File: src/rtl/alu_pkg.sv
// alu_pkg: opcode, state and flag types shared by seq_alu and its iterative unit.
`default_nettype none

package alu_pkg;

  typedef enum logic [3:0] {
    OP_ADD    = 4'b0010,
    OP_SUB    = 4'b0011,
    OP_SHL    = 4'b0100,
    OP_SHR    = 4'b0101,
    OP_AND    = 4'b0110,
    OP_OR     = 4'b0111,
    OP_XOR    = 4'b1000,
    OP_POPCNT = 4'b1001,
    OP_CMP    = 4'b1010,
    OP_CMPS   = 4'b1011,
    OP_MUL    = 4'b1100
  } alu_op_e;

  typedef enum logic {
    IDLE = 1'b0,
    RUN  = 1'b1
  } alu_state_e;

  typedef struct packed {
    logic z;
    logic n;
    logic c;
    logic v;
  } alu_flags_t;

  function automatic logic is_iter_op(input logic [3:0] opcode);
    return (opcode == OP_MUL) || (opcode == OP_POPCNT);
  endfunction

endpackage

`default_nettype wire

File: src/rtl/alu_iter_unit.sv
// alu_iter_unit: shift-add multiplier and serial popcount sharing one counter
// and one 2*WIDTH accumulator; consumes one bit of b per step.
`default_nettype none

module alu_iter_unit #(
  parameter int WIDTH = 8,
  parameter int CNT_W = $clog2(WIDTH) + 1
) (
  input  logic             clk,
  input  logic             reset,
  input  logic             load,
  input  logic             mode_mul,
  input  logic [WIDTH-1:0] a,
  input  logic [WIDTH-1:0] b,
  input  logic             step,
  output logic             last,
  output logic [WIDTH-1:0] result,
  output logic             hi_nonzero
);

  localparam int AW = 2 * WIDTH;

  logic [AW-1:0]    acc;
  logic [AW-1:0]    a_sh;
  logic [WIDTH-1:0] b_sh;
  logic [CNT_W-1:0] cnt;
  logic             mul_q;
  logic [AW-1:0]    addend;
  logic [AW-1:0]    acc_next;

  // result/hi_nonzero include the current step so the top can register them
  // on the same edge as the final iteration.
  always_comb begin
    addend = '0;
    if (b_sh[0]) begin
      addend = mul_q ? a_sh : {{(AW-1){1'b0}}, 1'b1};
    end
    acc_next = acc + addend;
  end

  assign last       = step && (cnt == CNT_W'(WIDTH - 1));
  assign result     = acc_next[WIDTH-1:0];
  assign hi_nonzero = |acc_next[AW-1:WIDTH];

  always_ff @(posedge clk) begin
    if (reset) begin
      acc   <= '0;
      a_sh  <= '0;
      b_sh  <= '0;
      cnt   <= '0;
      mul_q <= 1'b0;
    end else if (load) begin
      acc   <= '0;
      a_sh  <= {{WIDTH{1'b0}}, a};
      b_sh  <= b;
      cnt   <= '0;
      mul_q <= mode_mul;
    end else if (step) begin
      acc  <= acc_next;
      a_sh <= a_sh << 1;
      b_sh <= b_sh >> 1;
      cnt  <= cnt + 1'b1;
    end
  end

endmodule

`default_nettype wire

File: src/rtl/seq_alu.sv
// seq_alu: clocked ALU with start/done handshake, registered result and NZCV
// flags, single-cycle datapath plus iterative MUL/POPCNT.
`default_nettype none

module seq_alu
  import alu_pkg::*;
#(
  parameter int WIDTH = 8,
  parameter int CNT_W = $clog2(WIDTH) + 1
) (
  input  logic             clk,
  input  logic             reset,
  input  logic             start,
  input  logic             optype,
  input  logic [3:0]       op,
  input  logic [WIDTH-1:0] acc_in,
  input  logic [WIDTH-1:0] reg_in,
  output logic             busy,
  output logic             done,
  output logic [WIDTH-1:0] out,
  output logic             z,
  output logic             n,
  output logic             c,
  output logic             v,
  output logic             op_err
);

  localparam int               MSB       = WIDTH - 1;
  localparam logic [WIDTH-1:0] SHIFT_LIM = WIDTH'(WIDTH);

  alu_state_e       state;
  alu_flags_t       flags;
  logic [WIDTH-1:0] a_q;
  logic [WIDTH-1:0] b_q;
  logic [3:0]       op_q;
  logic             pend;
  logic             accept;

  logic             iter_load;
  logic             iter_step;
  logic             iter_last;
  logic [WIDTH-1:0] iter_result;
  logic             iter_hi;

  logic [WIDTH:0]   sum;
  logic [WIDTH:0]   diff;
  logic [WIDTH-1:0] s_out;
  alu_flags_t       s_flags;
  logic             s_err;
  logic             set_zn;

  // The first RUN cycle still shows busy=0, so the state gates acceptance too.
  assign accept    = start && !optype && !busy && (state == IDLE);
  assign iter_load = accept && is_iter_op(op);
  assign iter_step = (state == RUN);

  assign z = flags.z;
  assign n = flags.n;
  assign c = flags.c;
  assign v = flags.v;

  alu_iter_unit #(
    .WIDTH (WIDTH),
    .CNT_W (CNT_W)
  ) u_iter (
    .clk        (clk),
    .reset      (reset),
    .load       (iter_load),
    .mode_mul   (op == OP_MUL),
    .a          (acc_in),
    .b          (reg_in),
    .step       (iter_step),
    .last       (iter_last),
    .result     (iter_result),
    .hi_nonzero (iter_hi)
  );

  always_comb begin
    sum     = {1'b0, a_q} + {1'b0, b_q};
    diff    = {1'b0, a_q} - {1'b0, b_q};
    s_out   = out;
    s_flags = flags;
    s_err   = 1'b0;
    set_zn  = 1'b1;
    case (op_q)
      OP_ADD: begin
        s_out     = sum[WIDTH-1:0];
        s_flags.c = sum[WIDTH];
        s_flags.v = (a_q[MSB] == b_q[MSB]) && (sum[MSB] != a_q[MSB]);
      end
      OP_SUB: begin
        s_out     = diff[WIDTH-1:0];
        s_flags.c = diff[WIDTH];
        s_flags.v = (a_q[MSB] != b_q[MSB]) && (diff[MSB] != a_q[MSB]);
      end
      OP_SHL: begin
        s_out     = (b_q >= SHIFT_LIM) ? '0 : (a_q << b_q);
        s_flags.c = 1'b0;
        s_flags.v = 1'b0;
      end
      OP_SHR: begin
        s_out     = (b_q >= SHIFT_LIM) ? '0 : (a_q >> b_q);
        s_flags.c = 1'b0;
        s_flags.v = 1'b0;
      end
      OP_AND: begin
        s_out     = a_q & b_q;
        s_flags.c = 1'b0;
        s_flags.v = 1'b0;
      end
      OP_OR: begin
        s_out     = a_q | b_q;
        s_flags.c = 1'b0;
        s_flags.v = 1'b0;
      end
      OP_XOR: begin
        s_out     = a_q ^ b_q;
        s_flags.c = 1'b0;
        s_flags.v = 1'b0;
      end
      OP_CMP: begin
        s_flags.z = (a_q == b_q);
        s_flags.n = (a_q < b_q);
        set_zn    = 1'b0;
      end
      OP_CMPS: begin
        s_flags.z = (a_q == b_q);
        s_flags.n = ($signed(a_q) < $signed(b_q));
        set_zn    = 1'b0;
      end
      default: begin
        s_out  = '0;
        s_err  = 1'b1;
        set_zn = 1'b0;
      end
    endcase
    if (set_zn) begin
      s_flags.z = (s_out == '0);
      s_flags.n = s_out[MSB];
    end
  end

  always_ff @(posedge clk) begin
    if (reset) begin
      state  <= IDLE;
      pend   <= 1'b0;
      a_q    <= '0;
      b_q    <= '0;
      op_q   <= '0;
      busy   <= 1'b0;
      done   <= 1'b0;
      op_err <= 1'b0;
      out    <= '0;
      flags  <= '0;
    end else begin
      done   <= 1'b0;
      op_err <= 1'b0;
      pend   <= accept && !is_iter_op(op);
      if (accept) begin
        a_q  <= acc_in;
        b_q  <= reg_in;
        op_q <= op;
        if (is_iter_op(op)) begin
          state <= RUN;
        end
      end
      // Single-cycle ops complete one edge after acceptance from latched operands.
      if (pend) begin
        done   <= 1'b1;
        op_err <= s_err;
        out    <= s_out;
        flags  <= s_flags;
      end
      if (state == RUN) begin
        busy <= !iter_last;
        if (iter_last) begin
          state   <= IDLE;
          done    <= 1'b1;
          out     <= iter_result;
          flags.z <= (iter_result == '0);
          flags.n <= iter_result[MSB];
          flags.c <= (op_q == OP_MUL) && iter_hi;
          flags.v <= (op_q == OP_MUL) && iter_hi;
        end
      end
    end
  end

endmodule

`default_nettype wire
File: config.mk
export PLATFORM = sky130hd
export DESIGN_NAME = seq_alu
export DESIGN_NICKNAME = d
export VERILOG_FILES = /design/src/rtl/alu_pkg.sv /design/src/rtl/alu_iter_unit.sv /design/src/rtl/seq_alu.sv
export SDC_FILE = /design/constraint.sdc
export NUM_CORES = 1
export LEC_CHECK = 0
export BUFFER_PORTS_ARGS = -buffer_cell sky130_fd_sc_hd__clkbuf_2
export CAP_MARGIN = 20
export CORE_UTILIZATION = 30
export CTS_CLUSTER_SIZE = 24
export DETAILED_ROUTE_END_ITERATION = 10
export PLACE_DENSITY = 0.51
export SYNTH_ARGS = -nofsm -noshare
export SYNTH_HDL_FRONTEND = slang
export SYNTH_SLANG_ARGS = --single-unit
File: constraint.sdc
create_clock -name clk -period 3.1 [get_ports clk]
set_input_delay 0.155 -clock clk [delete_from_list [all_inputs] [get_ports clk]]
set_output_delay 0.155 -clock clk [all_outputs]
set_load 0.02 [all_outputs]
==> summary.txt <==
status = finished, final reports clean
worst-path fanout max = 10
Final setup viols = 0
GP Congestion = 0.866
largest area contributor in the netlist = dfxtp_1
Post-synth EDFFs = 0
Hold Vio Cnt, Final = 0
most used flip-flop cell after synthesis = dfxtp_1
worst slack, placed = -0.0474 ns
Worst setup EP type = flip-flop
FMAX = 0.349 GHz
Post-DP HPWL = 14400 um
pin count of the biggest net entering global routing = 42
Final period util = 0.924
First DRT Iteration DRCs = 427
FP Rows = 51
placed cells = 1041
Slew @ Worst Pin = 0.927 ns
Routed Antenna Nets = 0
P_leak = 2.74 nW
Setup crit start kind = flip-flop
clock buffer depth = 2
leading post-synthesis cells by cell area = dfxtp_1, ha_1, a21oi_1
H-tree levels = 3
Area Growth Syn to Fin = 14.8%
Yosys reg bits = 82
Die ar. = 0.0208 mm^2
share of the synthesized area in the top cell type = 0.271
required time worst endpoint = 3.31 ns
Final Max Tran Viols = 0
first-pass GRT wire length = 29800 um
core area = 0.0197 mm^2
Netlist cell types = 77
RSZ-0062 raised after global routing = no
drt pass-1 iters = 5
initial antenna violation count = 0
nets = 857
Max-Slew Margin vs Limit = 0.380
Vias = 5596
die width = 144 um
drt total wl = 18900 um
Worst Path Arrival = 3.08 ns
# diodes = 0
vias in the first global route = 5365
Final Critical Period = 2.86 ns
Syn Inst Count = 751
Clock Latency Late Sink = 0.35 ns
worst setup margin = 0.236 ns
Setup CP Type = reg2reg
I/O pin count = 39
syn avg cell area = 8.06 um^2
DRC = 0
Pwr Total = 0.00268 W
routed vias/inst = 5.31
clk sinks = 82
hold slack = 0.0403 ns
Mapped Nets = 821
Peak VDD IR = 269 uV
Clock Skew = 0.0113 ns
layout cells sized above 1 = 0.142
pwr dens = 385 mW/mm^2
max-cap check violation count = 0
CTS Buf Count = 9
Mapped Area = 0.00605 mm^2
Finished Layout Cells = 1054
Clock Pin Slew Worst Setup and Hold Paths = 0.07 ns
port bufs = 38
Die Span Y = 144 um
register area share after synthesis = 0.271
CTS tree = built
yosys warns = 0
Initial Utilization = 0.308
async set or reset register ratio after synthesis = 0
gr ovfl total = 0
global-route usage over all layers = 0.189
WL/cell = 18.0 um
Root Driver = clkbuf_16
# hold bufs at CTS = 0
hold crit path type = in2reg
[power by group]
part           internal [W]  switching [W]
sequential          0.00108      0.0000376
combinational      0.000187       0.000291
clock              0.000632       0.000448
total               0.00190       0.000777
[layout make-up]
| type | count | area (um^2) |
|---|---|---|
| flip-flops and latches | 82 | 1640 |
| well taps | 265 | 332 |
| repair buffers | 73 | 453 |
| clock inverters | 3 | 42.5 |
| clock buffers | 10 | 239 |
| fillers | 2123 | 12700 |
| inverters | 29 | 109 |
| multi-input cells | 592 | 4130 |
[Yosys cell counts (4+ instances only)]
cell type and n:
nand4_1 4, mux2_2 5, nor2b_1 8, ha_1 43, a21oi_1 71, buf_1 7, xnor2_1 16, inv_1 29
nor3_1 24, nand2_1 88, a31oi_1 9, o21ai_0 29, and3_1 17, nor2_1 69, o21bai_1 4, a211oi_1 17
or4_1 4, mux4_1 6, buf_2 12, nor3b_1 4, and3b_1 4, o22ai_1 6, a22oi_1 11, a21boi_0 4
mux2i_1 27, nand3b_1 4, dfxtp_1 82, o211ai_1 12, nand2b_1 5, nand3_1 12, xor2_1 13, clkbuf_1 27
a221oi_1 4
[state kept, by name, indices dropped and copies added (netlist names), 4 cells and up]
name and cells:
a_q 8, b_q 8, op_q 4, out 8, u_iter.a_sh 16, u_iter.acc 16, u_iter.b_sh 8, u_iter.cnt 4
[final timing paths]
kind	startpoint	end	slack, ns	cells after the start
max	u_iter.mul_q	v	0.24	10
min	op[3]	op_q[3]	0.04	3
max reg2reg	u_iter.mul_q	v	0.24	10
min reg2reg	u_iter.b_sh[4]	u_iter.b_sh[4]	0.46	2
[cell families (layout without fill, tap and decap cells)]
logic type	Yosys count	in the layout	synth area share
simple gates	266	266	0.216
fa+ha+maj	46	46	0.0988
xor+xnor	30	30	0.0459
flops	82	82	0.271
mux	41	41	0.0911
compound gates	209	209	0.225
buf+inv	77	115	0.0521
[worst max-delay path: stages (launching register included)]
cell,delay [ns]
dfxtp_2,0.35
buf_4,0.17
and3_1,0.18
ha_1,0.38
a2111oi_1,0.40
a21oi_1,0.11
a31o_2,0.26
a21oi_1,0.18
xor3_1,0.33
nor3_1,0.26
a31oi_1,0.12
[metrics by stage]
| step | cell area (um^2) | utilization | setup TNS [ns] |
|---|---|---|---|
| final | 6950 | 0.354 | 0 |
| after global routing | 6950 | 0.354 | 0 |
| after CTS | 6930 | 0.353 | 0 |
| after detailed placement | 6640 | 0.338 | -0.0918 |
| after global placement | 6640 | 0.338 | 0 |
| after floorplan | 6050 | - | 0 |
[cell usage in the layout, fill, tap and decap left out, types with 5 or more instances in the layout]
| master | Yosys | layout |
|---|---|---|
| o21ai_0 | 29 | 29 |
| xor2_1 | 13 | 13 |
| nor2b_1 | 8 | 8 |
| nand3_1 | 12 | 12 |
| clkbuf_16 | 0 | 9 |
| o211ai_1 | 12 | 12 |
| mux4_1 | 6 | 6 |
| clkbuf_2 | 0 | 38 |
| nor2_1 | 69 | 69 |
| nand2_1 | 88 | 88 |
| nor3_1 | 24 | 24 |
| o22ai_1 | 6 | 6 |
| mux2i_1 | 27 | 27 |
| xnor2_1 | 16 | 16 |
| ha_1 | 43 | 43 |
| nand2b_1 | 5 | 5 |
| mux2_2 | 5 | 5 |
| buf_4 | 1 | 35 |
| inv_1 | 29 | 29 |
| a22oi_1 | 11 | 11 |
| a21oi_1 | 71 | 70 |
| a31oi_1 | 9 | 9 |
| and3_1 | 17 | 17 |
| dfxtp_1 | 82 | 80 |
| a211oi_1 | 17 | 17 |
[repair_timing]
action                                  4_1_cts  5_1_grt
buffers inserted                              0        0
resized for setup                             1        5
endpoints found under the setup margin        2        2
[metal layers]
| metal | track usage | wire, um | vias to the layer above |
|---|---|---|---|
| met5 | 0 | 0 | - |
| met4 | 0.0594 | 323 | 0 |
| met3 | 0.0262 | 731 | 20 |
| met2 | 0.289 | 8240 | 119 |
| met1 | 0.272 | 9630 | 2646 |
| li1 | - | - | 2811 |
Power figures use the tool's default switching activity.
